### config.mk
export PLATFORM = sky130hd
export DESIGN_NAME = gray_counter_n_flat
export DESIGN_NICKNAME = d
export VERILOG_FILES = /design/src/rtl/gray_counter_if.sv /design/src/rtl/gray_counter_n.sv /design/src/flat_wrapper.sv
export SDC_FILE = /design/constraint.sdc
export NUM_CORES = 1
export LEC_CHECK = 0
export CORE_MARGIN = 3
export CORE_UTILIZATION = 42
export DETAILED_ROUTE_END_ITERATION = 7
export PLACE_DENSITY = 0.82
export SLEW_MARGIN = 20
export SYNTH_ARGS = -nofsm -noshare
export SYNTH_HDL_FRONTEND = slang
export SYNTH_SLANG_ARGS = --single-unit
### constraint.sdc
create_clock -name Clk -period 2.1 [get_ports Clk]
set_input_delay 0.21 -clock Clk [delete_from_list [all_inputs] [get_ports Clk]]
set_output_delay 0.21 -clock Clk [all_outputs]
set_load 0.02 [all_outputs]
### src/rtl/gray_counter_if.sv
`default_nettype none
// +----------------------------------------------------------------------+
// | gray_counter_if : control/status bundle of the Gray-code counter      |
// | Revision 1.0                                                          |
// +----------------------------------------------------------------------+
interface gray_counter_if #(
   parameter int WIDTH = 4
);
   logic             En;
   logic             Dir;
   logic             Load;
   logic [WIDTH-1:0] LoadVal;
   logic             ClrFlag;
   logic [WIDTH-1:0] Output;
   logic [WIDTH-1:0] Binary;
   logic             Overflow;
   logic             Underflow;
   logic             Wrap;

   modport master (
      output En, Dir, Load, LoadVal, ClrFlag,
      input  Output, Binary, Overflow, Underflow, Wrap
   );

   modport slave (
      input  En, Dir, Load, LoadVal, ClrFlag,
      output Output, Binary, Overflow, Underflow, Wrap
   );
endinterface
`default_nettype wire

### src/rtl/gray_counter_n.sv
`default_nettype none
// +----------------------------------------------------------------------+
// | gray_counter_n : up/down binary counter with registered Gray output, |
// | wrap/saturate modes and sticky overflow/underflow flags.             |
// | Revision 1.0                                                          |
// +----------------------------------------------------------------------+
module gray_counter_n #(
   parameter int WIDTH    = 4,
   parameter bit SATURATE = 1'b0
) (
   input  wire logic       Clk,
   input  wire logic       Reset,
   gray_counter_if.slave   bus
);
   localparam logic [WIDTH-1:0] C_MAX  = '1;
   localparam logic [WIDTH-1:0] C_ZERO = '0;
   localparam logic [WIDTH-1:0] C_ONE  = {{(WIDTH-1){1'b0}}, 1'b1};

   logic [WIDTH-1:0] r_bin   = '0;
   logic [WIDTH-1:0] r_gray  = '0;
   logic             r_ovf   = 1'b0;
   logic             r_unf   = 1'b0;
   logic             r_wrap  = 1'b0;

   logic [WIDTH-1:0] w_load_bin;
   logic [WIDTH-1:0] w_bin_nxt;
   logic             w_ovf_nxt;
   logic             w_unf_nxt;
   logic             w_wrap_nxt;

   // Binary bit i is the XOR of all Gray bits from i upward.
   always_comb begin
      w_load_bin = '0;
      for (int i = 0; i < WIDTH; i++) begin
         w_load_bin[i] = ^(bus.LoadVal >> i);
      end
   end

   always_comb begin
      w_bin_nxt  = r_bin;
      w_ovf_nxt  = r_ovf & ~bus.ClrFlag;
      w_unf_nxt  = r_unf & ~bus.ClrFlag;
      w_wrap_nxt = 1'b0;
      if (bus.Load) begin
         w_bin_nxt = w_load_bin;
      end else if (bus.En) begin
         if (!bus.Dir) begin
            if (r_bin == C_MAX) begin
               w_ovf_nxt = 1'b1;
               if (!SATURATE) begin
                  w_bin_nxt  = C_ZERO;
                  w_wrap_nxt = 1'b1;
               end
            end else begin
               w_bin_nxt = r_bin + C_ONE;
            end
         end else begin
            if (r_bin == C_ZERO) begin
               w_unf_nxt = 1'b1;
               if (!SATURATE) begin
                  w_bin_nxt  = C_MAX;
                  w_wrap_nxt = 1'b1;
               end
            end else begin
               w_bin_nxt = r_bin - C_ONE;
            end
         end
      end
   end

   // Gray is re-encoded from the next binary value so both outputs update together.
   always_ff @(posedge Clk) begin
      if (Reset) begin
         r_bin  <= '0;
         r_gray <= '0;
         r_ovf  <= 1'b0;
         r_unf  <= 1'b0;
         r_wrap <= 1'b0;
      end else begin
         r_bin  <= w_bin_nxt;
         r_gray <= w_bin_nxt ^ (w_bin_nxt >> 1);
         r_ovf  <= w_ovf_nxt;
         r_unf  <= w_unf_nxt;
         r_wrap <= w_wrap_nxt;
      end
   end

   assign bus.Output    = r_gray;
   assign bus.Binary    = r_bin;
   assign bus.Overflow  = r_ovf;
   assign bus.Underflow = r_unf;
   assign bus.Wrap      = r_wrap;
endmodule
`default_nettype wire

### src/flat_wrapper.sv
// flat-port wrapper written by rule: the top's interface ports become plain ports
module gray_counter_n_flat 
#(
   parameter int WIDTH    = 4,
   parameter bit SATURATE = 1'b0
)
  (Clk, Reset, bus_En, bus_Dir, bus_Load, bus_LoadVal, bus_ClrFlag, bus_Output, bus_Binary, bus_Overflow, bus_Underflow, bus_Wrap);
  gray_counter_if #(.WIDTH(WIDTH)) bus_i ();
  input  wire logic Clk;
  input  wire logic Reset;
  input wire logic [$bits(bus_i.En)-1:0] bus_En;
  input wire logic [$bits(bus_i.Dir)-1:0] bus_Dir;
  input wire logic [$bits(bus_i.Load)-1:0] bus_Load;
  input wire logic [$bits(bus_i.LoadVal)-1:0] bus_LoadVal;
  input wire logic [$bits(bus_i.ClrFlag)-1:0] bus_ClrFlag;
  output wire logic [$bits(bus_i.Output)-1:0] bus_Output;
  output wire logic [$bits(bus_i.Binary)-1:0] bus_Binary;
  output wire logic [$bits(bus_i.Overflow)-1:0] bus_Overflow;
  output wire logic [$bits(bus_i.Underflow)-1:0] bus_Underflow;
  output wire logic [$bits(bus_i.Wrap)-1:0] bus_Wrap;
  assign bus_i.En = bus_En;
  assign bus_i.Dir = bus_Dir;
  assign bus_i.Load = bus_Load;
  assign bus_i.LoadVal = bus_LoadVal;
  assign bus_i.ClrFlag = bus_ClrFlag;
  assign bus_Output = bus_i.Output;
  assign bus_Binary = bus_i.Binary;
  assign bus_Overflow = bus_i.Overflow;
  assign bus_Underflow = bus_i.Underflow;
  assign bus_Wrap = bus_i.Wrap;
  gray_counter_n #(.WIDTH(WIDTH), .SATURATE(SATURATE)) u_core (.Clk(Clk), .Reset(Reset), .bus(bus_i));
endmodule
==> results <==
==> logic make-up after synthesis <==
| family | count (synthesis) | synth area share |
|---|---|---|
| adder cells (fa/ha/maj) | 2 | 0.04273 |
| AND/OR/NAND/NOR | 21 | 0.1944 |
| flip-flops | 10 | 0.3419 |
| buffers and inverters | 8 | 0.05769 |
| multiplexers | 2 | 0.03846 |
| XOR/XNOR | 6 | 0.1154 |
| AO/OA/AOI/OAI | 17 | 0.2094 |
==> through the flow <==
step / area [µm²] / power (mW) / instances / utilization
2_1_floorplan: 585.6 / 0.3409 / 66 / -
3_3_place_gp: 833.3 / 0.4271 / 103 / 0.6938
3_5_place_dp: 833.3 / 0.4295 / 103 / 0.6938
4_1_cts: 855.8 / 0.5595 / 106 / 0.7125
5_1_grt: 855.8 / 0.5892 / 106 / 0.7125
6_report: 855.8 / 0.5545 / 106 / 0.7125
==> power groups by stage <==
stage                     combinational, mW  clock, mW  sequential (mW)
after detailed placement              0.210          0            0.219
after global placement                0.208          0            0.219
after CTS                             0.212      0.133            0.215
after floorplan                      0.0925          0            0.248
final                                 0.211      0.128            0.215
after global routing                  0.230      0.144            0.216
==> layout make-up <==
class	count	area (µm²)
Clock buffer	3	22.52
Fill cell	103	345.3
Inverter	5	18.77
Timing Repair Buffer	26	245.2
Multi-Input combinational cell	48	351.6
Tap cell	14	17.52
Sequential cell	10	200.2
==> final timing paths <==
kind | endpoint | slack (ps) | depth (start not counted)
min reg2reg | u_core.bus.Overflow | 470 | 2
min | u_core.bus.Overflow | 470 | 2
max | u_core.bus.Output[2] | 250 | 5
max reg2reg | u_core.bus.Output[2] | 250 | 5
==> sequential cells by signal, summed over array words and instances (netlist names) <==
name / count
u_core.bus.Output: 3
u_core.bus.Underflow: 1
u_core.bus.Wrap: 1
u_core.bus.Overflow: 1
u_core.bus.Binary: 4
==> layout by cell type (no fill, tap or decap), drive strengths merged, types with 2 or more instances in the layout <==
cell type / instances
a21oi: 5
buf: 6
clkbuf: 3
clkdlybuf4s50: 20
dfxtp: 10
ha: 2
inv: 5
mux2: 2
nand3: 3
nor2: 8
nor2b: 3
xnor2: 3
xor2: 2
==> layer usage <==
layer	part of all wire	global-route usage	vias to the layer above
li1	-	-	289
met1	0.44	0.1970	269
met2	0.47	0.2596	22
met3	0.073	0.07469	2
met4	0.010	0.05422	0
met5	0	0	-
==> worst reg2reg max path, stage by stage (launching register included) <==
cell and delay (ps):
sky130_fd_sc_hd__dfxtp_1 340, sky130_fd_sc_hd__inv_2 50, sky130_fd_sc_hd__or4_1 490, sky130_fd_sc_hd__a311o_1 380, sky130_fd_sc_hd__a21oi_2 150, sky130_fd_sc_hd__mux2_1 320
==> reports/metrics.cfg <==
[logic_synthesis]
synth_top_cells_by_count=sky130_fd_sc_hd__dfxtp_1 (10), sky130_fd_sc_hd__nor2_1 (8), sky130_fd_sc_hd__a21oi_1 (4), sky130_fd_sc_hd__inv_1 (4)
yosysWarningCount=0
post_syn_nets=78
syn_inst=66
post_synth_num_cell_types=35
synth_seq_cells=10
ffs_w_async_s_r_synth=0
synth_area_per_cell_um2=8.872
synth-edff-count=0
yosysSeqAreaShare=0.3419
syn_area_um2=585.6
postSynth.topFlopCell=sky130_fd_sc_hd__dfxtp_1
synth_area_leader_cell=sky130_fd_sc_hd__dfxtp_1
synth_top_cells_by_area=sky130_fd_sc_hd__dfxtp_1 (34%), sky130_fd_sc_hd__nor2_1 (5.1%), sky130_fd_sc_hd__xnor2_1 (4.5%)
synth_top_area_frac=0.3419
synth.most_common_cell=sky130_fd_sc_hd__dfxtp_1

[cts]
cts.repair_timing.setup_buffer_count=0
cts_num_sinks=10
max-clock-path-buffers=2
ctsRootBufferMaster=sky130_fd_sc_hd__clkbuf_4
cts_hold_repair.buffers=0
cts_max_level=1
ctsResizeCount=0
worst_setup_hold_path_clk_slew_ps=60
worst_skew_pair.late_latency_ps=260
tritoncts.num_buffers=3
tritoncts_clock_tree=built

[worst_setup_path]
setup.worst_path.start=u_core.bus.Binary[2]
critical_path.endpoint_type=flop
crit_chain=inv_2 > or4_1 > a311o_1 > a21oi_2 > mux2_1
cell_family_with_most_cp_delay=compound AO/OA/AOI/OAI gates
cp-start-kind=flop
timing.critical_path.arrival_ps=2000
critical_path.max_stage_delay_ps=490
critPathKind=flop to flop
crit_required_ps=2250
crit_fanout=3
worst_path_max_delay_cell=sky130_fd_sc_hd__or4_1
worst_r2r_startpoint=u_core.bus.Binary[2]
wp_buf_inv=1

[timing]
worst_pin_slew_ps=400.4
max_freq_mhz=541.9
rsz0062_at_grt=false
timing.final.max_slew_violations=0
hold-worst-slack_ps=466.6
timing.max_slew.rel_slack=0.7322
hold_violations=0
setup_slack_ps=254.5
timing.clock.skew_ps=2.530
fin_crit_sh=0.8788
finalSetupViolCount=0
post-route-min-period_ps=1845
fin_setup_tns_ps=0

[floorplanning]
die_w_um=43.34
initial_core_util=0.4875
top_level_ports=21
die-height_um=43.34
core.rowCount=12
floorplan.core_area_um2=1201
die_area_um2=1878

[routing]
detail_route.first_pass.iterations=4
iteration_0_drc_count_of_the_detailed_router=8
drcViolationCount=0
post_route_wl_um=1373
routed_wire_length_per_instance_um=12.95
drt-vias-per-instance=5.491
vias=582
remaining_antenna_violation_count_after_routing=0

[global_route]
grt-ovfl-total=0
antenna_found_initial=0
grt_pass1_wl_um=2290
total_track_usage=0.1640
grt_max_degree=12
via_count_of_the_first_global_routing_pass=550

[run]
max-cap-violations=0

[finish]
share_of_post_route_cells_with_drive_strength_above_1=0.1413
final_nets=106
area.growth.synth_to_final_pct=46.15
antenna-diode-count=0

[power_and_ir_drop]
power_density_nw_per_um2=647.9
combinationalPowerShare=0.381
pwr-share-seq=0.387
net-switching-power_uw=172.2
irDropWorstVdd_v=0.0003430
clock_power_share=0.231
power_switching_share=0.3105
internal_power_uw=382.3
power.leakage_nw=0.3458

[place]
gpl.final_weighted_congestion=0.8307
port_buffers=20
dp.final_hpwl_um=1064
dp_worst_setup_slack_ps=163.0

[min_path]
holdCritPathClass=flop to flop
timing.hold.worst.start=u_core.bus.Overflow

[outcome]
status=finished, final reports clean

(Power assumes the default switching activity.)
